$ cat src/rtl/alu_mul_seq.sv
// Shift-add 32x32->64 multiplier that borrows the external ALU as its adder; optional Booth signed mode via SIGNED_MUL_EN.
// Latency: 32 RUN cycles after accepted start, then a one-cycle done pulse; start is ignored outside IDLE.
module alu_mul_seq #(
  parameter int WIDTH = 32,
  parameter int CNT_W = 6
) (
  input  logic             clk,
  input  logic             rst,
  input  logic             start,
  input  logic [WIDTH-1:0] multiplicand,
  input  logic [WIDTH-1:0] multiplier,
  output logic             busy,
  output logic             done,
  output logic [WIDTH-1:0] product_hi,
  output logic [WIDTH-1:0] product_lo,
  output logic [WIDTH-1:0] alu_src1,
  output logic [WIDTH-1:0] alu_src2,
  output logic [3:0]       alu_ctrl,
  input  logic [WIDTH-1:0] alu_result,
  input  logic             alu_cout,
  input  logic             alu_overflow
);

  localparam logic [3:0] ALU_NOP = 4'b0000;
  localparam logic [3:0] ALU_ADD = 4'b0010;
  localparam logic [3:0] ALU_SUB = 4'b0110;

  typedef enum logic [1:0] {IDLE, RUN, DONE} state_t;

  state_t           state, state_nxt;
  logic [CNT_W-1:0] count;
  logic [WIDTH-1:0] mcand;
  logic             last_iter;

  assign last_iter = (count == CNT_W'(WIDTH - 1));

`ifdef SIGNED_MUL_EN
  logic       q_m1;
  logic [1:0] booth_op;
  logic       booth_use;
  logic       unused_cout;

  assign booth_op    = {product_lo[0], q_m1};
  assign booth_use   = booth_op[1] ^ booth_op[0];
  assign unused_cout = alu_cout;
`else
  logic unused_overflow;

  assign unused_overflow = alu_overflow;
`endif

  always_ff @(posedge clk or posedge rst) begin
    if (rst) state <= IDLE;
    else     state <= state_nxt;
  end

  always_comb begin
    state_nxt = state;
    case (state)
      IDLE:    if (start) state_nxt = RUN;
      RUN:     if (last_iter) state_nxt = DONE;
      DONE:    state_nxt = IDLE;
      default: state_nxt = IDLE;
    endcase
  end

  always_comb begin
    busy     = 1'b0;
    done     = 1'b0;
    alu_src1 = '0;
    alu_src2 = '0;
    alu_ctrl = ALU_NOP;
    case (state)
      RUN: begin
        busy     = 1'b1;
        alu_src1 = product_hi;
        alu_src2 = mcand;
`ifdef SIGNED_MUL_EN
        case (booth_op)
          2'b10:   alu_ctrl = ALU_SUB;
          2'b01:   alu_ctrl = ALU_ADD;
          default: alu_ctrl = ALU_NOP;
        endcase
`else
        alu_ctrl = ALU_ADD;
`endif
      end
      DONE:    done = 1'b1;
      default: ;
    endcase
  end

  always_ff @(posedge clk or posedge rst) begin
    if (rst) begin
      mcand      <= '0;
      count      <= '0;
      product_hi <= '0;
      product_lo <= '0;
`ifdef SIGNED_MUL_EN
      q_m1       <= 1'b0;
`endif
    end else if (state == IDLE && start) begin
      mcand      <= multiplicand;
      count      <= '0;
      product_hi <= '0;
      product_lo <= multiplier;
`ifdef SIGNED_MUL_EN
      q_m1       <= 1'b0;
`endif
    end else if (state == RUN) begin
      count <= count + CNT_W'(1);
`ifdef SIGNED_MUL_EN
      // Overflow-corrected sign keeps the arithmetic shift exact when the add/sub wraps.
      if (booth_use)
        {product_hi, product_lo, q_m1} <= {alu_result[WIDTH-1] ^ alu_overflow, alu_result, product_lo};
      else
        {product_hi, product_lo, q_m1} <= {product_hi[WIDTH-1], product_hi, product_lo};
`else
      // Carry out lands in the top product bit so nothing is lost on the shift.
      if (product_lo[0])
        {product_hi, product_lo} <= {alu_cout, alu_result, product_lo[WIDTH-1:1]};
      else
        {product_hi, product_lo} <= {1'b0, product_hi, product_lo[WIDTH-1:1]};
`endif
    end
  end

endmodule

$ cat config.mk
export PLATFORM = sky130hd
export DESIGN_NAME = alu_mul_seq
export DESIGN_NICKNAME = d
export VERILOG_FILES = /design/src/rtl/alu_mul_seq.sv
export SDC_FILE = /design/constraint.sdc
export NUM_CORES = 1
export LEC_CHECK = 0
export CORE_MARGIN = 4
export CORE_UTILIZATION = 41
export DETAILED_ROUTE_END_ITERATION = 8
export PLACE_DENSITY = 0.81
export SYNTH_ARGS = -nofsm -noshare
export SYNTH_HDL_FRONTEND = slang
export SYNTH_SLANG_ARGS = --single-unit
export TNS_END_PERCENT = 50
$ cat constraint.sdc
create_clock -name clk -period 4.4 [get_ports clk]
set_input_delay 0.66 -clock clk [delete_from_list [all_inputs] [get_ports clk]]
set_output_delay 0.66 -clock clk [all_outputs]
set_load 0.03 [all_outputs]
== Word level (Yosys, flattened, before mapping) ==
Cells that the tools add are included.

* Register bits: 104
* Latch bits: 0
* Memory bits (writable): 0
* Bits in read-only memories: 0
* Input port bits: 101
* Output and inout bits: 134
* Logic and storage cells: 31
* Memories kept: 0

* Add/sub/neg operators: 1
* $mul: 0
* Divide/modulo/power cells: 0
* Magnitude comparators: 0
* Equality and inequality tests: 5
* Shifts and indexed selects: 0
* Muxes and demuxes: 16
* Bitwise gates (word level): 0
* Reductions and logical operators: 4

{| class="wikitable"
|+ Operators by type and width
! cell !! count
|-
| two-way mux 32 bit || 8
|-
| two-way mux 6 bit || 2
|-
| adder 6 x 1 -> 6 bit (second input constant) || 1
|-
| equality test 6 x 5 -> 1 bit (second input constant) || 1
|-
| two-way mux 2 bit || 3
|-
| != test 2 bit (second input constant) || 2
|-
| case mux 2 bit (2 select lines) || 1
|-
| equality test 2 x 1 -> 1 bit (second input constant) || 1
|-
| equality test 2 bit (second input constant) || 1
|-
| zero test 2 bit || 1
|-
| two-way mux 1 bit || 2
|-
| AND reduction 2 bit || 1
|-
| nonzero test 2 bit || 1
|-
| logical AND 1 bit || 1
|}

== Longest topological paths before layout ==
* Word-level depth: 3
* Depth in mapped cells: 6
* Mapped depth without buffers: 4

== Worst setup path before layout ==
No wires, ideal clock.

* Kind: reg2out
* From: reg state[1]
* To: out alu_src1[22]
* Data arrival time: 1.419 ns
* Required time: 3.740 ns
* Setup slack: 2.321 ns
* Stages on the path, launching flop included: 6
* Path buffers: 2
* Cells stage by stage: dfrtp_1 -> buf_4 -> nand2b_2 -> clkinv_1 -> buf_2 -> and2_1

* Cells in the longest elaborated chain, start to end: 2

{| class="wikitable"
|+ Ends and longest elaborated chain
! element !! RTL line !! RTL
|-
| start, declared || 30 || <nowiki>state_t state, state_nxt;</nowiki>
|-
| start signal, assigned || 54 || <nowiki>else state <= state_nxt;</nowiki>
|-
| equality test 2 x 1 -> 1 bit || 73 || <nowiki>case (state)</nowiki>
|-
| two-way mux 32 bit || 73 ||
|-
| end, declared || 16 || <nowiki>output logic [WIDTH-1:0] alu_src1,</nowiki>
|}

Every way passes these cells.

== Worst setup path in the final report ==
* From: reg state[1]
* To: out alu_src2[5]

* Cells in the longest elaborated chain, start to end: 2

{| class="wikitable"
|+ Ends and longest elaborated chain
! element !! RTL line !! RTL
|-
| equality test 2 x 1 -> 1 bit || 73 ||
|-
| two-way mux 32 bit || 73 ||
|-
| end, declared || 17 || <nowiki>output logic [WIDTH-1:0] alu_src2,</nowiki>
|}

Every way passes these cells.

==> results.md <==
- Distinct cells, synth: 31
- I/O pin cnt: 235
- Die area: 13,800 um^2
- Status: finished, final reports clean
- PortBufs: 230
- Top post-synthesis cells by area: dfrtp_1 (53%), nand2_1 (13%), and2_1 (8.1%)
- DP HPWL: between 10 and 15 mm
- Worst-path clk slew: about 0.06 ns
- Critical Path AT: ~3.0 ns
- Area leader, netlist: dfrtp_1
- RSZ-0062 raised after global routing: no
- Number of flops mapped to enable cells by yosys: 0
- Fin cells: 886
- Initial antenna violation count: 0
- Final wirelength: about 14 mm
- Worst-Margin Slew: 1.22 ns
- Number of remaining DRC errors: 0
- Count leader, synth: nand2_1
- Critical hold path startpoint: mcand[23]
- Cells after synthesis: ~530
- Post-synth top area share: between 50% and 60%
- Maximum root-to-sink buffer count: 2
- Metal3 WL: around 920 um
- VDD IR max: just over 0.4 mV
- Design area: roughly 7600 um^2
- CP Max Fanout: 49
- Sequential-to-total area share from yosys stat: a little over half
- Crit path largest cell delay: approximately 0.6 ns
- Wire length of the first global-routing pass: roughly 23 mm
- Yosys reg bits: around 100
- CP endpoint kind: primary output
- Clock root cell: clkbuf_16
- First DRT Iteration DRCs: around 230
- Post-CTS sizing: 0
- Nets: 840
- Pwr Total: 0.00643 W
- Setup_tns: 0 ns
- Commonest cells in the netlist: nand2_1 (164), dfrtp_1 (104), o21ai_0 (65)
- Placement Cell Area: between 7000 and 8000 um^2
- Period utilisation layout: between 80 and 90%
- Post-route ant nets: 0
- Sink Count: ~100
- Vias per cell: a little over 5
- Inst Count DP: 870
- CTS tree: built
- Leakage power: roughly 3.2 nW
- Number of global-route vias before repair: ~4,700
- Overall Global Routing Usage: approximately a fifth
- WP data required: roughly 3.7 ns
- Mapped cell area: approximately 5000 um^2
- Share of cells above drive strength 1: 3.63%
- Buf/Inv on CP: 3
- Post-synth top flop: dfrtp_1
- Via count: between 4,000 and 5,000
- Clock insertion delay at the later pin of the skew report: ~0.33 ns
- Post-CTS Repair Setup Buffers: 0
- Max-Cap Viols: 0
- Chip height: between 100 and 150 um
- Wl on met1: 5.92 mm
- DR pass1 iterations: 5
- Hold Fails Final Rpt: 0
- Die Wd: between 100 and 150 um
- Post-synth ARST share: 100%
- Tmin final: ~3.7 ns
- # hold bufs at CTS: 0
- WL met2: approximately 6.8 mm
- # diodes: 0
- Area delta synth->final: 54.1%
- Layout fillers: 969
- Synth Warn #: 0
- Top layer in use: met4
- Rows: 39
- TritonCTS buffer count: 9
- Largest net degree at the start of global routing: between 70 and 80
- Max Slew Vio Count: 0
- Fmax: approximately 270 MHz
- Power Dens Cells: ~850 nW/um^2
- H-tree depth: 3
- Startpoint types: flop
- Critical path's top delay family: buffers and inverters
- Worst Clk Skew: ~0.0056 ns
- Placer Congestion: a little over 0.8
- CORE AREA: 11,600 um^2
- Crit path max-delay cell type: clkinv_1
- Crit-path cells: nand2b_2, clkinv_1, buf_4, and2_1, clkdlybuf4s50_1
- Setup violators final: 0
- Max transition margin: 18.2%
- Starting Density: between 40% and 50%
- Global route overflow: 0
- Worst Hold Class: flop to flop
- CP Launch Point: state[1]
- Crit Path Category: flop to primary output
- R2r startpoint: state[1]
- Wire per inst: between 15 and 20 um
- Average cell area after synthesis: 9.26 um^2
-- metrics by stage --
| step | hold slack [ns] | utilization, % | worst slack (ns) |
|---|---|---|---|
| 4_1_cts | 0.470 | 65.5 | 0.621 |
| 3_3_place_gp | 0.449 | 62.7 | 1.08 |
| 3_5_place_dp | 0.454 | 62.7 | 0.993 |
| 2_1_floorplan | 0.437 | - | 1.01 |
| 6_report | 0.465 | 65.5 | 0.705 |
| 5_1_grt | 0.495 | 65.5 | 0.325 |
-- routing by layer --
metal,up-vias,global-route usage (%)
met5,-,0
met4,0,7.18
met3,25,4.90
met2,182,34.3
met1,2118,25.6
li1,2157,-
-- layout by cell type (no fill, tap or decap), types with 3 or more instances in the layout --
master	Yosys	final
o21ai_0	65	65
clkdlybuf4s50_1	0	230
and2_1	64	64
clkbuf_16	0	9
a22oi_1	31	31
conb_1	1	3
nand2_1	164	164
dfrtp_1	104	103
buf_4	7	7
mux2i_1	33	33
-- worst min-delay path, stage by stage (launching register included) --
cell,delay (ns)
dfrtp_1,0.34
nand2_1,0.05
nand2_1,0.05
-- state kept, by name (all words and copies together) (netlist names) --
signal      cells
mcand          32
product_hi     32
product_lo     32
count           6
state           2
-- where the power goes --
part           leakage [nW]  switching, W  total [W]  internal, W
sequential             1.28      0.000379    0.00181      0.00143
combinational          1.77       0.00214    0.00376      0.00163
clock                 0.153      0.000338   0.000855     0.000517
-- kinds of logic after synthesis --
family | after synthesis | synth area share, %
simple gates | 243 | 22.7
flops | 104 | 52.9
compound gates | 103 | 12.5
buf+inv | 46 | 4.81
mux | 33 | 6.72
fa+ha+maj | 1 | 0.254
other cells | 1 | 0.0763
-- final cells by class --
cell class / instances / area [um^2] / share of cell area, %
multi-input combinational: 383 / 2100 / 27.7
sequential: 104 / 2600 / 34.4
clock inverter: 4 / 76.3 / 1.01
timing repair buffer: 237 / 2350 / 31.1
clock buffer: 12 / 246 / 3.25
inverter: 3 / 13.8 / 0.182
tap: 143 / 179 / 2.36
-- path summary, 6_finish.rpt --
path                       slack, ns              to  cells after the start
min reg2reg                     0.47       mcand[23]                      2
max                             0.71     alu_src2[5]                      5
max in group asynchronous       2.57  product_hi[10]                      3
min in group asynchronous       0.87   product_lo[4]                      2
max reg2reg                     2.08        count[5]                      5
min                             0.47       mcand[23]                      2
Note: power is estimated with default switching activity, not from simulation.
